File: config.mk
export PLATFORM = sky130hd
export DESIGN_NAME = barrel_shifter_pipe
export DESIGN_NICKNAME = d
export VERILOG_FILES = /design/src/rtl/barrel_shifter_pipe.sv
export SDC_FILE = /design/constraint.sdc
export NUM_CORES = 1
export LEC_CHECK = 0
export CELL_PAD_IN_SITES_DETAIL_PLACEMENT = 1
export CELL_PAD_IN_SITES_GLOBAL_PLACEMENT = 2
export CORE_ASPECT_RATIO = 2
export CORE_MARGIN = 2
export CORE_UTILIZATION = 33
export DETAILED_ROUTE_END_ITERATION = 8
export PLACE_DENSITY_LB_ADDON = 0.08
export SKIP_CTS_REPAIR_TIMING = 1
export SLEW_MARGIN = 20
export SYNTH_ARGS = -nofsm -noshare
export SYNTH_HDL_FRONTEND = slang
export SYNTH_SLANG_ARGS = --single-unit
File: constraint.sdc
create_clock -name clk -period 3.15 [get_ports clk]
set_input_delay 0.4725 -clock clk [delete_from_list [all_inputs] [get_ports clk]]
set_output_delay 0.4725 -clock clk [all_outputs]
set_load 0.02 [all_outputs]
File: src/rtl/barrel_shifter_pipe.sv
// Two-stage pipelined barrel shifter (LSL/LSR/ASR/ROR/RRX, immediate and register forms)
// with shifter carry-out and whole-pipe valid/ready back-pressure.
module barrel_shifter_pipe #(
    parameter int WIDTH = 32,
    parameter int NUM_W = 8
) (
    input  logic             clk,
    input  logic             rst_n,
    input  logic             in_valid,
    output logic             in_ready,
    input  logic [WIDTH-1:0] Shift_Data,
    input  logic [NUM_W-1:0] Shift_Num,
    input  logic [2:0]       SHIFT_OP,
    input  logic             Carry_flag,
    output logic             out_valid,
    input  logic             out_ready,
    output logic [WIDTH-1:0] Shift_out,
    output logic             Shift_carry_out
);

    localparam int AW = $clog2(WIDTH);
    localparam logic [NUM_W-1:0] W_NUM   = NUM_W'(WIDTH);
    localparam logic [AW:0]      W_AMT   = (AW+1)'(WIDTH);
    localparam logic [AW:0]      WM1_AMT = (AW+1)'(WIDTH - 1);
    localparam logic [AW-1:0]    TOP_IDX = AW'(WIDTH - 1);

    typedef enum logic [2:0] {K_LSL, K_LSR, K_ASR, K_ROR, K_RRX} kind_t;
    typedef enum logic [1:0] {CM_C, CM_ZERO, CM_BIT} cmode_t;

    // Handshake: a transfer happens on an edge where valid && ready. The whole pipe
    // advances together when the output slot is empty or being drained; otherwise
    // every stage holds and in_ready is low.
    logic advance;
    assign advance  = !out_valid || out_ready;
    assign in_ready = advance;

    kind_t         kind_d;
    cmode_t        cmode_d;
    logic [AW:0]   amt_d;
    logic [AW-1:0] cidx_d;
    logic [AW:0]   lsl_idx;
    logic          imm_form;

    assign imm_form = ~SHIFT_OP[0];
    assign lsl_idx  = W_AMT - Shift_Num[AW:0];

    // Every case is reduced to one shift kind, a shift amount of 0..W and a carry source.
    // "Pass" is LSL by 0 and "result zero" is LSR by W.
    always_comb begin
        kind_d  = K_LSL;
        cmode_d = CM_C;
        amt_d   = '0;
        cidx_d  = '0;
        if (Shift_Num == '0 && (!imm_form || SHIFT_OP[2:1] == 2'b00)) begin
            kind_d  = K_LSL;
            cmode_d = CM_C;
        end else begin
            case (SHIFT_OP[2:1])
                2'b00: begin
                    if (Shift_Num <= W_NUM) begin
                        kind_d  = K_LSL;
                        amt_d   = Shift_Num[AW:0];
                        cmode_d = CM_BIT;
                        cidx_d  = lsl_idx[AW-1:0];
                    end else begin
                        kind_d  = K_LSR;
                        amt_d   = W_AMT;
                        cmode_d = CM_ZERO;
                    end
                end
                2'b01: begin
                    kind_d = K_LSR;
                    if (Shift_Num == '0) begin
                        amt_d   = W_AMT;
                        cmode_d = CM_BIT;
                        cidx_d  = TOP_IDX;
                    end else if (Shift_Num <= W_NUM) begin
                        amt_d   = Shift_Num[AW:0];
                        cmode_d = CM_BIT;
                        cidx_d  = Shift_Num[AW-1:0] - AW'(1);
                    end else begin
                        amt_d   = W_AMT;
                        cmode_d = CM_ZERO;
                    end
                end
                2'b10: begin
                    kind_d  = K_ASR;
                    cmode_d = CM_BIT;
                    if (Shift_Num == '0 || Shift_Num >= W_NUM) begin
                        amt_d  = WM1_AMT;
                        cidx_d = TOP_IDX;
                    end else begin
                        amt_d  = Shift_Num[AW:0];
                        cidx_d = Shift_Num[AW-1:0] - AW'(1);
                    end
                end
                default: begin
                    cmode_d = CM_BIT;
                    if (Shift_Num == '0) begin
                        kind_d = K_RRX;
                        cidx_d = '0;
                    end else if (Shift_Num[AW-1:0] == '0) begin
                        kind_d = K_LSL;
                        cidx_d = TOP_IDX;
                    end else begin
                        kind_d = K_ROR;
                        amt_d  = {1'b0, Shift_Num[AW-1:0]};
                        cidx_d = Shift_Num[AW-1:0] - AW'(1);
                    end
                end
            endcase
        end
    end

    logic             s1_valid;
    logic [WIDTH-1:0] s1_data;
    logic             s1_c;
    kind_t            s1_kind;
    cmode_t           s1_cmode;
    logic [AW:0]      s1_amt;
    logic [AW-1:0]    s1_cidx;

    always_ff @(posedge clk or negedge rst_n) begin
        if (!rst_n) begin
            s1_valid <= 1'b0;
            s1_data  <= '0;
            s1_c     <= 1'b0;
            s1_kind  <= K_LSL;
            s1_cmode <= CM_C;
            s1_amt   <= '0;
            s1_cidx  <= '0;
        end else if (advance) begin
            s1_valid <= in_valid;
            if (in_valid) begin
                s1_data  <= Shift_Data;
                s1_c     <= Carry_flag;
                s1_kind  <= kind_d;
                s1_cmode <= cmode_d;
                s1_amt   <= amt_d;
                s1_cidx  <= cidx_d;
            end
        end
    end

    logic [WIDTH-1:0] res_d;
    logic             carry_d;

    always_comb begin
        res_d   = s1_data;
        carry_d = 1'b0;
        case (s1_kind)
            K_LSL:   res_d = s1_data << s1_amt;
            K_LSR:   res_d = s1_data >> s1_amt;
            K_ASR:   res_d = $unsigned($signed(s1_data) >>> s1_amt);
            K_ROR:   res_d = (s1_data >> s1_amt) | (s1_data << (W_AMT - s1_amt));
            K_RRX:   res_d = {s1_c, s1_data[WIDTH-1:1]};
            default: res_d = s1_data;
        endcase
        case (s1_cmode)
            CM_C:    carry_d = s1_c;
            CM_BIT:  carry_d = s1_data[s1_cidx];
            default: carry_d = 1'b0;
        endcase
    end

    always_ff @(posedge clk or negedge rst_n) begin
        if (!rst_n) begin
            out_valid       <= 1'b0;
            Shift_out       <= '0;
            Shift_carry_out <= 1'b0;
        end else if (advance) begin
            out_valid <= s1_valid;
            if (s1_valid) begin
                Shift_out       <= res_d;
                Shift_carry_out <= carry_d;
            end
        end
    end

endmodule

* Word level (Yosys, flattened, before mapping) *
Index checks and enable logic that the tools add are counted.

operators by class
  multipliers = 0
  multiplexer cells = 28
  $lt $le $gt $ge = 3
  bitwise logic cells = 1
  equality and inequality tests = 7
  reduce and logical (&&, ||, !) cells = 12
  div/mod/pow operators = 0
  shift-type cells = 4
  add/subtract/negate cells = 3

operators by type and width
  cell                                                               count
  case mux 32 bit (5 select lines)                                   1
  << shifter 32 x 6 -> 32 bit                                        2
  2-to-1 mux 5 bit                                                   9
  bitwise OR 32 bit                                                  1
  right shift 32 x 6 -> 32 bit                                       1
  >>> shifter 32 x 6 -> 32 bit                                       1
  2-to-1 mux 6 bit                                                   4
  case mux 6 bit (3 select lines)                                    1
  case mux 5 bit (3 select lines)                                    1
  case mux 3 bit (3 select lines)                                    1
  greater-or-equal comparator 8 x 6 -> 1 bit, second input constant  1
  <= comparator 8 x 6 -> 1 bit, second input constant                1
  logical NOT 8 bit                                                  1
  2-to-1 mux 2 bit                                                   4
  == test 3 x 2 -> 1 bit, second input constant                      2
  less-than comparator 5 x 6 -> 1 bit, second input constant         1
  2-to-1 mux 3 bit                                                   2
  subtractor 6 bit, first input constant                             1
  binary-select mux 1 bit (select 5 bit)                             1
  logical NOT 5 bit                                                  1
  subtractor 1 x 5 -> 5 bit, first input constant                    1
  subtractor 5 x 1 -> 5 bit, second input constant                   1
  == test 2 bit, second input constant                               2
  logical NOT 2 bit                                                  2
  other kinds (11)                                                   15

word-level totals
  output and inout port bits = 35
  bits in read-only memories = 0
  flip-flop bits (word level) = 84
  bits in writable memories = 0
  latch bits = 0
  logic and storage cells = 68
  memories = 0

* Logic depth before layout (Yosys ltp) *
  depth after elaboration = 5
  depth in mapped cells = 16
  gate-level depth less buffers = 9

* Least setup slack after synthesis *
Ideal clock, no wire load.

  path kind = reg-to-reg
  from = reg s1_amt[0]
  to = reg Shift_out[5]
  stages on the path, launching flop included = 15
  library setup time = 110 ps
  slack = -287 ps
  clock period less this slack = 3437 ps
  data arrival time = 3327 ps
  cells stage by stage = dfrtp_1 buf_2 buf_4 inv_1 buf_2 clkbuf_1 ha_1 buf_2 or3b_2 nor4_1 o21a_1 clkbuf_1 nand3_1 a221o_1 o41ai_1

on the way
  longest elaborated chain between the ends = 4
  elaborated cells on any way between the ends = 7
  those cells by class = 1 x add/sub; 4 x shift; 1 x mux; 1 x bitwise

ends and longest elaborated chain
  what                                line  RTL
  start, declared                     120   logic [AW:0] s1_amt;
  start signal, assigned              139   s1_amt <= amt_d;
  subtractor 6 bit                    155   K_ROR: res_d = (s1_data >> s1_amt) | (s1_data << (W_AMT - s1_amt));
  << shifter 32 x 6 -> 32 bit         155
  bitwise OR 32 bit                   155
  case mux 32 bit (5 select lines) *  151   case (s1_kind)
  end signal, assigned                174   Shift_out <= res_d;
  end, declared                       17    output logic [WIDTH-1:0] Shift_out,

Mark *: on every way between the ends. The rest lies on a longest branch, timed or not.
A chain may end at the register's enable or synchronous reset.

* Worst setup path after layout *
  from = reg s1_amt[1]
  to = reg Shift_out[6]

The elaborated chain is that of the path after synthesis.

==> impl_results.md <==
- Outcome: complete, no violations
- Leading area contributor after synthesis: dfrtp_1
- Most common cell after layout, fill and taps aside: buf_4
- #FFs+latches synth: 84
- Worst Path Class, Setup: reg2reg
- Worst min-delay path category: in2async
- WP data required: between 3 and 4 ns
- Post-synth EDFFs: 0
- Synth warn: 0
- CTS tree: yes
- Fmax: ~320 MHz
- Final setup viols: 0
- Clock Sinks: 84
- First-pass GRT wire length: around 90000 µm
- Max Clock Skew: between 0.015 and 0.02 ns
- Critical Path AT: around 3.4 ns
- Clock transition at path regs: about 0.070 ns
- Ports: 83
- Static Leak: 5.045 nW
- Synth cell types: between 70 and 80
- Syn_nets: approximately 1300
- Crit share post-route: 0.9794
- Total CTS buffers: 9
- RSZ-0062 raised after global routing: no
- First-pass DRT Iterations: 5
- Asr flop ratio synth: 1.000
- Number of global-route vias before repair: roughly 12000
- DR iter-0 viols: between 900 and 1000
- Antenna Cells: 0
- Worst slew pin tran: approximately 0.85 ns
- Synthesized cell area: roughly 10000 µm²
- VDD IR max: around 0.33 mV
- Pin count of the biggest net entering global routing: 60
- Min cycle time layout: around 3.1 ns
- Worst Path Buf+Inv: 2
- Largest fanout on the critical path: 45
- Top cell type's share of synthesized area: 0.2081
- Average cell area after synthesis: 8.252 µm²
- Layout cells sized above 1: 0.2767
- Area Overhead vs Synth: 26.93%
- Wire length per cell: ~36 µm
- Nets@finish: between 1000 and 1500
- Initial Util: 0.3347
- Fraction of the yosys area taken by sequential cells: 0.2081
- Number of vias per cell: around 6.7
- Number of I/O port buffers: 82
- Antenna viol nets, final: 0
- Row cnt: 90
- Final worst slack: roughly 0.065 ns
- Total grt overflow: 0
- Fin. Hold Viols: 0
- Final Slew Violations: 0
- Crit path capture type: flip-flop
- Clock Tree Buf Depth: 2
- Die Width: approximately 130 µm
- Crit-path max cell delay: roughly 0.53 ns
- Max cap viols: 0
- Die Height: approximately 250 µm
- CP max-delay cell: dfrtp_4
- Die footprint: ~32000 µm²
- PD cells: around 790 nW/µm²
- CTS Root Buffer Type: clkbuf_16
- GRT Total Usage: 0.3971
- Final HPWL DP: between 50000 and 60000 µm
- Clk_lat worst skew: ~0.39 ns
- H-Tree Depth: 3
- Rel. slew slack: 0.4316
- Post-place setup slack: -0.09158 ns
- Instance count on the critical path: 9
- FF-to-FF path depth: 9
- Total vias in the final route: about 12000
- Detailed Route WL: between 60000 and 70000 µm
- Crit-path leading delay family: multiplexers
- Critical path cell sequence: buf_12 > buf_4 > mux2_2 > mux2i_1 > mux2i_1 > nor2_1 > o22ai_1 > a21oi_1 > nor2_1
- Most used DFF post-synth: dfrtp_1
- Type of origin of the critical path: flip-flop
- Routability Congestion: about 1.0
- Largest cells by area after synthesis: dfrtp_1 (21%), mux4_2 (13%), mux2_2 (8.9%), mux2i_1 (7.8%), nand2_1 (5.4%)
- Core area: around 30000 µm²
- Drt drc: 0
- Antenna violations before repair: 1
- Setup TNS: 0 ns
- Most frequent cells in the layout: buf_4 (188), nand2_1 (144), nor2_1 (118), clkdlybuf4s50_1 (81)
- Synth Instances: approximately 1200
[state kept, by name, indices dropped and copies added, names as in the netlist]
| name | cells |
|---|---|
| s1_c | 1 |
| Shift_carry_out | 1 |
| s1_cidx | 5 |
| s1_cmode | 2 |
| s1_amt | 6 |
| Shift_out | 32 |
| s1_data | 32 |
| s1_valid | 1 |
| out_valid | 1 |
| s1_kind | 3 |
[cell families (layout without fill, tap and decap cells)]
logic type	count (synthesis)	count (layout)	share of synthesized area
DFF	84	84	0.2081
adders and majority gates	3	3	0.003716
and+or+nand+nor	393	393	0.1770
xor gates and xnor gates	7	7	0.006070
buffers and inverters	148	312	0.06218
AOI/OAI and AO/OA	372	372	0.2461
muxes	217	217	0.2968
[worst paths after layout]
kind | endpoint | start | slack, ns
max | Shift_out[6] | s1_amt[1] | 0.06
max in group asynchronous | Shift_out[5] | rst_n | 2.37
min reg2reg | Shift_carry_out | s1_cmode[0] | 0.47
min | out_valid | rst_n | 0.13
min in group clk | Shift_carry_out | s1_cmode[0] | 0.47
max reg2reg | Shift_out[6] | s1_amt[1] | 0.06
[metrics by stage]
stage	util	cell area (µm²)	cells	hold slack, ns	power [mW]
after global placement	0.4141	12500	1739	0.4470	8.757
final	0.4248	12820	1756	0.1267	10.11
after CTS	0.4224	12750	1753	0.1467	9.838
after detailed placement	0.4141	12500	1739	0.4666	8.785
after global routing	0.4248	12820	1756	0.1683	10.44
after floorplan	-	10120	1224	0.1769	5.366
[worst register-to-register path, delay by kind of cell, from the launching register on]
kind,cells,cell delay [ns]
buffers and inverters,2,0.50
and+or+nand+nor,2,0.46
DFF,1,0.53
muxes,3,1.03
AOI/OAI and AO/OA,2,0.43
[layer usage]
| layer | GRT usage | share of wire | vias up |
|---|---|---|---|
| li1 | - | - | 4966 |
| met1 | 0.4041 | 0.33 | 5927 |
| met2 | 0.6874 | 0.50 | 625 |
| met3 | 0.07188 | 0.059 | 267 |
| met4 | 0.3441 | 0.11 | 2 |
| met5 | 0 | 0.00016 | - |
[synthesized netlist by cell type, types with 4 or more instances]
library cell,instances
nor3_1,26
o31ai_1,5
o21a_1,8
nor2b_1,17
o211ai_1,16
o22ai_1,47
and2_1,5
nand2b_1,21
o41ai_1,4
a311oi_1,5
nand2_1,145
nor4_1,6
xnor2_1,6
o2111ai_1,4
mux2i_1,79
a221oi_1,19
mux2_2,80
a22oi_1,9
nand3_1,22
clkbuf_1,91
buf_1,7
buf_2,25
o221ai_1,8
a31oi_1,16
buf_4,7
or2_2,6
o22a_1,6
a22o_1,4
nor2_1,119
a221o_1,6
a2111oi_0,7
nor3b_1,5
mux4_2,58
inv_1,15
a21oi_1,76
o21ai_0,74
a32oi_1,5
dfrtp_1,84
a211oi_1,24
[where the power goes]
group	leakage (nW)	internal [mW]	switching [mW]
clock network	0.121	0.524	0.508
logic	3.93	2.93	4.27
registers	0.991	1.38	0.496
[cell type report]
class	instances	area, µm²
clock buffers	11	232.7
clock inverters	3	17.52
fillers	3607	17360
inverters	16	63.81
multi-input cells	992	7447
flip-flops and latches	84	2112
well taps	368	460.4
repair buffers	282	2487
(Power assumes the default switching activity.)
